--- src/rtl/sine_cos_slope.sv ---
// Quadrature sine/cosine oscillator (Minsky recurrence) with a slope monitor on the sine output.
// Optional feature macro: SINE_COS_SLOPE_EDGE_EN enables the direction tracker and posen/negen pulses.
module sine_cos_slope #(
    parameter int WIDTH = 16,
    parameter int SHIFT = 6
) (
    input  logic                    clk,
    input  logic                    reset,
    input  logic                    en,
    output logic signed [WIDTH-1:0] sine,
    output logic signed [WIDTH-1:0] cos,
    output logic                    eq,
    output logic                    pos,
    output logic                    neg,
    output logic                    posen,
    output logic                    negen
);

    localparam logic signed [WIDTH-1:0] AMP = {2'b01, {(WIDTH-2){1'b0}}};

    logic signed [WIDTH-1:0] cos_next;
    logic signed [WIDTH-1:0] sine_next;
    logic signed [WIDTH-1:0] prev;
    logic                    primed;
    logic                    rise;
    logic                    fall;
    logic                    same;

    // The new cosine feeds the sine update; this ordering keeps the orbit closed.
    always_comb begin
        cos_next  = cos - (sine >>> SHIFT);
        sine_next = sine + (cos_next >>> SHIFT);
    end

    always_ff @(posedge clk or negedge reset) begin
        if (!reset) begin
            sine <= '0;
            cos  <= AMP;
        end else if (en) begin
            sine <= sine_next;
            cos  <= cos_next;
        end
    end

    // Comparison of the presented sine against the previously captured one.
    always_comb begin
        rise = primed && (sine > prev);
        fall = primed && (sine < prev);
        same = primed && (sine == prev);
    end

    always_ff @(posedge clk or negedge reset) begin
        if (!reset) begin
            prev   <= '0;
            primed <= 1'b0;
            eq     <= 1'b0;
            pos    <= 1'b0;
            neg    <= 1'b0;
        end else begin
            prev   <= sine;
            primed <= 1'b1;
            eq     <= same;
            pos    <= rise;
            neg    <= fall;
        end
    end

`ifdef SINE_COS_SLOPE_EDGE_EN
    typedef enum logic [1:0] {NONE, UP, DOWN} dir_t;

    dir_t state;
    dir_t state_next;
    logic posen_next;
    logic negen_next;

    // Flat samples leave the direction alone so a plateau cannot fake a reversal.
    always_comb begin
        state_next = state;
        posen_next = 1'b0;
        negen_next = 1'b0;
        if (rise) begin
            state_next = UP;
            posen_next = (state == DOWN);
        end else if (fall) begin
            state_next = DOWN;
            negen_next = (state == UP);
        end
    end

    always_ff @(posedge clk or negedge reset) begin
        if (!reset) begin
            state <= NONE;
            posen <= 1'b0;
            negen <= 1'b0;
        end else begin
            state <= state_next;
            posen <= posen_next;
            negen <= negen_next;
        end
    end
`else
    assign posen = 1'b0;
    assign negen = 1'b0;
`endif

endmodule

--- config.mk ---
export PLATFORM = sky130hd
export DESIGN_NAME = sine_cos_slope
export DESIGN_NICKNAME = d
export VERILOG_FILES = /design/src/rtl/sine_cos_slope.sv
export SDC_FILE = /design/constraint.sdc
export NUM_CORES = 1
export LEC_CHECK = 0
export ABC_AREA = 1
export CORE_AREA = 4 4 124 126
export CTS_CLUSTER_DIAMETER = 200
export DETAILED_ROUTE_END_ITERATION = 12
export DIE_AREA = 0 0 128 130
export PLACE_DENSITY_LB_ADDON = 0.2
export SLEW_MARGIN = 5
export SYNTH_ARGS = -nofsm -noshare
export SYNTH_HDL_FRONTEND = slang
export SYNTH_SLANG_ARGS = --single-unit
--- constraint.sdc ---
create_clock -name clk -period 8.7 [get_ports clk]
set_clock_uncertainty 0.05 [all_clocks]
set_input_delay 1.305 -clock clk [delete_from_list [all_inputs] [get_ports clk]]
set_output_delay 1.305 -clock clk [all_outputs]
set_load 0.02 [all_outputs]
==> results of run 1 <==
[flip-flops by register name (all words and copies together) (netlist names)]
signal / count
pos: 1
cos: 16
eq: 1
prev: 16
neg: 1
sine: 16
primed: 1
[worst max-delay path, cell delays in order]
cell             delay, ns
clkdlybuf4s50_1       1.02
clkinv_1              1.11
a21oi_1               0.38
o21ai_0               0.13
nand2_1               0.07
[layout make-up]
type                       count  area (um^2)  area share (%)
multi-input combinational    370         2170            48.3
tap                          184          230            5.12
sequential                    52         1300            29.0
inverter                      72          270            6.01
clock buffer                   5          125            2.78
timing repair buffer          38          373            8.29
clock inverter                 3         22.5           0.501
[per-layer routing]
| layer | track usage (%) | share of wire (%) | vias to the layer above |
|---|---|---|---|
| met2 | 20.5 | 46 | 42 |
| li1 | - | - | 1690 |
| met3 | 2.46 | 3.1 | 12 |
| met1 | 15.2 | 48 | 1456 |
| met4 | 4.81 | 1.9 | 0 |
| met5 | 0 | 0 | - |
[kinds of logic (layout without fill, tap and decap cells)]
| family | Yosys count | after routing | synth area share [%] |
|---|---|---|---|
| AOI/OAI and AO/OA | 70 | 70 | 10.2 |
| xor gates and xnor gates | 18 | 18 | 4.17 |
| adders and majority gates | 49 | 49 | 16.6 |
| buffers and inverters | 80 | 118 | 8.15 |
| DFF | 52 | 52 | 34.5 |
| other | 2 | 3 | 0.199 |
| and+or+nand+nor | 230 | 230 | 26.2 |
[through the flow]
step / cells / util (%) / setup WS [ns]
after floorplan: 502 / - / 5.57
after global placement: 716 / 30.4 / 4.54
after detailed placement: 716 / 30.4 / 4.46
after CTS: 724 / 31.4 / 4.77
after global routing: 724 / 31.4 / 4.43
final: 724 / 31.4 / 4.86
[Yosys cell counts, types with 3 or more instances]
library cell,count
nand2_1,146
inv_1,71
dfrtp_1,51
ha_1,47
a21oi_1,31
nor2_1,28
nand3_1,25
o21ai_0,23
xnor2_1,9
xor2_1,9
nand2_2,7
clkbuf_1,6
nor3_1,5
o21ai_1,4
or2_1,4
a21o_1,3
a21oi_2,3
nand3_2,3
nand3b_1,3
nand4_1,3
[final timing paths]
kind                                        endpoint  slack [ns]  cells after the start                start
worst max-delay path              cos[2]$_DFFE_PN0P_        4.86                      5                   en
worst min-delay path               prev[4]$_DFF_PN0_        0.43                      0  sine[4]$_DFFE_PN0P_
worst min register to register     prev[4]$_DFF_PN0_        0.43                      0  sine[4]$_DFFE_PN0P_
max in group asynchronous         cos[1]$_DFFE_PN0P_        7.06                      2                reset
worst max register to register  sine[15]$_DFFE_PN0P_        5.15                     23  sine[6]$_DFFE_PN0P_
min in group asynchronous       sine[10]$_DFFE_PN0P_        1.09                      2                reset
==> impl_metrics.toml, run 1 <==
[status]
outcome = "finished clean"

[yosys]
synth_area_um2 = 3780
yosysSeqAreaShare_pct = 34.5
synthCells = 501
ys_types = 33
synth_area_leader_cell = "dfrtp_1"
synth_seq_cells = 52
yosys.area.top_type_share_pct = 33.8
syn_avg_cell_area_um2 = 7.54
synth_warnings = 0
synth_flop_cell = "dfrtp_1"
ys_top_cells_by_area = "dfrtp_1, ha_1, nand2_1"
async_reset_ff_share_pct = 100
synth_edf_count = 0

[clock_network]
cts_sinks = 52
cts.path.max_buffers = 2
hold_buffers = 0
cts_resized = 0
cts_tree = "yes"
clock_latency_ns = 0.31
cts_buffers = 5
root_buffer = "clkbuf_16"
clk_pin_slew_ns = 0.07
h-tree-depth = 2
cts_setup_buffers = 0

[grt]
antenna_found_initial = 0
grt_usage_pct = 12.1
grt_pass1_vias = 3275
grt_overflow = 0
grt_pass1_wl_mm = 15.9
grt_max_degree = 53

[finish]
n_fill_cell = 1527
antenna_cells = 0
drive_gt1_share_pct = 5.37
final_cell_mix = "nand2_1, inv_1, dfrtp_1"
postLayoutCellArea_um2 = 4500
nNetsFinal = 591
area_growth_pct = 19.0
final_common_cell = "nand2_1"

[worst_setup_path]
critPathMaxFanout = 43
crit_type = "in -> reg"
cp.arrival_ns = 4.03
crit_path_end_kind = "register"
required_ns = 8.89
startpoint_type = "input pin"

[timing]
whs_ns = 0.432
min_period_ns = 3.84
rsz0062_at_grt = "false"
final.setup.tns_ns = 0
setup_violations = 0
hold_viol_final = 0
max_freq_ghz = 0.261
slew_headroom_pct = 27.3
drv_slew = 0
tightest_slew_ns = 1.08
fin_crit_sh_pct = 44.1

[drt]
final_antenna_net_count = 0
drt-pass1-iter-count = 4
routed_wl_mm = 9.36
post-route-drc-count = 0
drtIter0Drc = 105
via_count = 3200
via_per_inst = 4.42
wl_per_cell_um = 12.9

[die]
ioPinCount = 40
start_util_pct = 26.4
die_height_um = 130
die_x_um = 128
die_area_um2 = 16600
num_rows = 44
core-area_um2 = 14300

[placement]
place_area_um2 = 4350
hpwl_mm = 7.30
port_buffers = 37
place_congestion = 0.850

[run]
maxCapViolCount = 0

[worst_hold_path]
hp-class = "reg -> reg"
Power of run 1 is not shown: default switching activity piles up to over one toggle a cycle in this logic, so the estimate is an artifact.
==> run 2: changes to the inputs <==
- clock period: 8.7 -> 3.8 ns (I/O delays scaled with it)
==> run 2 against run 1 <==
First-iteration DRC count grew 77%; global-route usage is 0.51 points higher; critical endpoint is now sine[15]$_DFFE_PN0P_; critical path type is now reg -> reg; via count up 1.2%; non-clock buffer count grew 7; register-to-register slack worse by 4.8 ns; wire length increased by 6.2%; cell count increased by 0.97%; clock-buffer cell count is 1 higher; die area stayed put.
==> impl_metrics.toml, run 2 (same netlist as run 1, synthesis figures left out) <==
[status]
outcome = "finished clean"

[worst_setup_path]
cp.arrival_ns = 3.62
slowest_stage = "dfrtp_2"
crit_type = "reg -> reg"
slowest_delay_ns = 0.49
crit_path_cell_trace = "clkinvlp_4 -> ha_1 -> a21oi_1 -> nand2_1 -> a21oi_2 -> nand2_2 -> nand2_1 -> nand2_2 -> ha_2 -> nand2_1 -> inv_1 -> nand2_1 -> nor3_1 -> nand2_1 -> nand3_1 -> nand3_1 -> nand4_1 -> nand2_1"
critPathMaxFanout = 7
startpoint_type = "register"
required_ns = 3.94
crit_path_end_kind = "register"
cp_common_cell = "nand2_1"

[timing]
min_period_ns = 3.47
fin_crit_sh_pct = 91.4
setup_violations = 0
slew_headroom_pct = 60.9
tightest_slew_ns = 0.587
max_freq_ghz = 0.288
hold_viol_final = 0
finalWorstSetupSlack_ns = 0.327
rsz0062_at_grt = "false"
drv_slew = 0
final.setup.tns_ns = 0

[die]
start_util_pct = 26.4
die_height_um = 130
core-area_um2 = 14300
die_x_um = 128
ioPinCount = 40
die_area_um2 = 16600
num_rows = 44

[grt]
grt_usage_pct = 12.6
grt_pass1_vias = 3168
grt_overflow = 0
grt_max_degree = 44
grt_pass1_wl_mm = 16.5
antenna_found_initial = 0

[run]
maxCapViolCount = 0

[placement]
place_area_um2 = 4400
hpwl_mm = 7.88
dp_slack_ns = 0.229
dp_cells = 723
port_buffers = 37
place_congestion = 0.897

[finish]
stdcell_count = 731
nNetsFinal = 598
drive_gt1_share_pct = 7.50
area_growth_pct = 20.9
postLayoutCellArea_um2 = 4570
top_regs = "cos: 16 flops, prev: 16 flops, sine: 16 flops"
final_cell_mix = "nand2_1, inv_1, dfrtp_1"
antenna_cells = 0
n_fill_cell = 1537
final_common_cell = "nand2_1"

[clock_network]
cts_buffers = 5
cts_setup_buffers = 0
root_buffer = "clkbuf_16"
hold_buffers = 0
cts_tree = "yes"
clock_latency_ns = 0.30
cts_sinks = 52
clk_pin_slew_ns = 0.07
cts.path.max_buffers = 2
h-tree-depth = 2

[drt]
final_antenna_net_count = 0
drtIter0Drc = 186
wl_per_cell_um = 13.6
post-route-drc-count = 0
drt-pass1-iter-count = 6
via_per_inst = 4.43
via_count = 3238
routed_wl_mm = 9.94

[worst_hold_path]
hp-class = "in -> async"
==> run 2: routing by layer <==
| metal | wire length [um] | track usage [%] | share of wire [%] | vias up |
|---|---|---|---|---|
| met2 | 4460 | 20.1 | 45 | 61 |
| li1 | - | - | - | 1697 |
| met3 | 400 | 2.87 | 4.0 | 14 |
| met4 | 217 | 3.93 | 2.2 | 0 |
| met5 | 0 | 0 | 0 | - |
| met1 | 4860 | 17.2 | 49 | 1466 |
==> run 2: worst max-delay path, delay by kind of cell, from the launching register on <==
family / cells / cell delay (ns)
AOI/OAI and AO/OA: 2 / 0.42
and+or+nand+nor: 12 / 1.32
buffers and inverters: 2 / 0.30
DFF: 1 / 0.49
adders and majority gates: 2 / 0.79
==> run 2: timing repair <==
item | in CTS | in global routing
setup endpoints to repair | 0 | 1
resized for setup | 0 | 6
hold endpoints to repair | 0 | 0
==> run 2: worst paths after layout <==
check / slack, ns / cells past startpoint / to / start
min in group clk: 0.43 / 0 / prev[0]$_DFF_PN0_ / sine[0]$_DFFE_PN0P_
worst max register to register: 0.33 / 18 / sine[15]$_DFFE_PN0P_ / sine[15]$_DFFE_PN0P_
worst min register to register: 0.43 / 0 / prev[0]$_DFF_PN0_ / sine[0]$_DFFE_PN0P_
worst min-delay path: 0.21 / 1 / prev[1]$_DFF_PN0_ / reset
worst max-delay path: 0.33 / 18 / sine[15]$_DFFE_PN0P_ / sine[15]$_DFFE_PN0P_
max in group asynchronous: 2.66 / 2 / sine[15]$_DFFE_PN0P_ / reset
==> run 2: area by class of cell <==
| class | count | area [um^2] | area share, % |
|---|---|---|---|
| clock buffer | 6 | 129 | 2.82 |
| clock inverter | 2 | 16.3 | 0.356 |
| inverter | 72 | 274 | 6.00 |
| multi-input combinational | 370 | 2190 | 47.9 |
| sequential | 52 | 1300 | 28.5 |
| tap | 184 | 230 | 5.04 |
| timing repair buffer | 45 | 425 | 9.32 |
==> run 2: metrics by stage <==
stage	util [%]	hold slack [ns]
finish	31.9	0.214
CTS	31.8	0.239
global route	31.9	0.278
global placement	30.7	0.421
floorplan	-	0.224
detailed placement	30.7	0.426
Power of run 2 is left out for the same reason.
==> variant, RTL diff (flow settings as in run 2) <==
Build with the macro `SINE_COS_SLOPE_EDGE_EN` defined.
--- a/src/rtl/sine_cos_slope.sv
+++ b/src/rtl/sine_cos_slope.sv
@@ -1,5 +1,7 @@
 // Quadrature sine/cosine oscillator (Minsky recurrence) with a slope monitor on the sine output.
 // Optional feature macro: SINE_COS_SLOPE_EDGE_EN enables the direction tracker and posen/negen pulses.
+`define SINE_COS_SLOPE_EDGE_EN
+
 module sine_cos_slope #(
     parameter int WIDTH = 16,
     parameter int SHIFT = 6
Check against the original RTL: no difference found for any inputs over 10 cycles, from zero or initial values and one cycle with reset low; that may be too few to reach the edited logic, so the function may still have changed.
==> variant against run 2 <==
  * Setup slack improved by 52 ps
  * Wire length increased by 3.5%
  * Final cell count increased by 2.6%
  * Sequential cell count increased by 4
  * Final area increased by 4.4%
  * Sequential share of layout area increased by 0.90 points
  * Area after synthesis increased by 4.9%
  * Via count increased by 3.7%
  * Non-clock buffer count unchanged
  * Die area unchanged
  * Critical path type unchanged
  * Critical endpoint unchanged
  * Highest routed layer unchanged
Power is not shown: default switching activity piles up to over one toggle a cycle in this logic, so the estimate is an artifact.
==> variant: results (changes against run 2) <==
The flow ran to the end, and the final reports show no timing, DRC or antenna violations. Sorting the synthesized cells by area gives the leading types as sky130_fd_sc_hd__dfrtp_1, sky130_fd_sc_hd__ha_1, sky130_fd_sc_hd__nand2_1. The delay of the slowest critical-path stage is 450 ps (-40 ps), and the overall global routing resource usage is 13.2% (+0.58 points). Cell count after synthesis: 519 (+3.6%). The tools report the global placer's final weighted congestion as 0.894 (-0.40%). For the number of nets at the end of the flow, the log shows 617 (+3.2%). The worst endpoint data arrival time was 3570 ps (-50 ps). The run gives 362 ps (+133 ps) as the pre-CTS setup slack. The share of the yosys chip area belonging to registers is 35.4% (+0.90 points), and the depth of the worst register-to-register path is 15 (-3). The number of buffers inserted by port buffering works out to 39 (+5.4%). For the detailed-route wire length, the log shows 10.3 mm (+3.5%). By count the netlist is led by sky130_fd_sc_hd__nand2_1, sky130_fd_sc_hd__inv_1, sky130_fd_sc_hd__dfrtp_1, sky130_fd_sc_hd__ha_1, sky130_fd_sc_hd__nor2_1. The half-perimeter wire length after detailed placement is 8.30 mm (+5.4%). Among all stages on the critical path, the largest delay is contributed by sky130_fd_sc_hd__dfrtp_1.

The unique cell type count in the Yosys netlist was 38 (+15%). The fraction of layout instances using a drive strength above 1 was 7.42% (-0.075 points). The tightest hold margin is 302 ps (+88.0 ps), and the worst relative slew slack is 46.0% (-15 points). The pin count of the biggest net entering global routing was 42 (-4.5%); the number of violations reported at the end of detailed-routing iteration 0 was 175 (-5.9%).

The vias per cell was 4.48 (+1.1%); the wire length of the first global-routing pass was 17.2 mm (+4.1%). The run gives 742 (+2.6%) as the cell total after placement. Count of placed standard cells in the final layout, fillers left out: 750 (+2.6%). Via count of the first global-routing pass: 3293 (+3.9%).
[variant: routing by layer]
layer,up-vias,GRT usage (%),wire length [µm]
li1,1759,-,-
met1,1546,17.9,5090
met2,48,21.6,4720
met3,5,3.11,382
met4,0,2.81,94
met5,-,0,0
[variant: kinds of logic (layout without fill, tap and decap cells)]
group | count (synthesis) | after routing | synth area share, %
xor gates and xnor gates | 18 | 18 | 4.17
adders and majority gates | 49 | 49 | 15.8
buffers and inverters | 88 | 135 | 8.46
other | 1 | 1 | 0.0946
AOI/OAI and AO/OA | 77 | 77 | 10.9
and+or+nand+nor | 230 | 230 | 25.2
DFF | 56 | 56 | 35.4
[variant: worst max path at each step]
stage / depth (start not counted) / slack (ps) / endpoint
5_1_grt: 21 / 30 / sine[14]
2_1_floorplan: 21 / 690 / sine[15]
4_1_cts: 17 / 350 / sine[14]
3_3_place_gp: 17 / 370 / sine[14]
3_5_place_dp: 17 / 360 / sine[14]
6_report: 15 / 380 / sine[15]
[variant: timing repair]
| item | in CTS | in global routing |
|---|---|---|
| gates resized for setup | 0 | 1 |
| setup endpoints to repair | 0 | 1 |
| hold buffers | 0 | 0 |
[variant: metrics by stage]
step | area (µm²) | utilization (%)
after global routing | 4770 | 33.3
after CTS | 4770 | 33.3
after floorplan | 3970 | -
after global placement | 4600 | 32.1
after detailed placement | 4600 | 32.1
final | 4770 | 33.3
[variant: worst max-delay path: cells and delay by family (launching register included)]
kind,cells,cell delay [ps]
buffers and inverters,1,200
AND/OR/NAND/NOR,8,1110
AO/OA/AOI/OAI,4,770
flip-flops,1,450
adder cells (fa/ha/maj),2,730
[variant: layout make-up]
| cell class | instances | area [µm²] |
|---|---|---|
| Timing Repair Buffer | 45 | 430 |
| Clock buffer | 6 | 129 |
| Multi-Input combinational cell | 375 | 2230 |
| Clock inverter | 2 | 38.8 |
| Fill cell | 1566 | 9550 |
| Sequential cell | 56 | 1400 |
| Inverter | 82 | 308 |
| Tap cell | 184 | 230 |
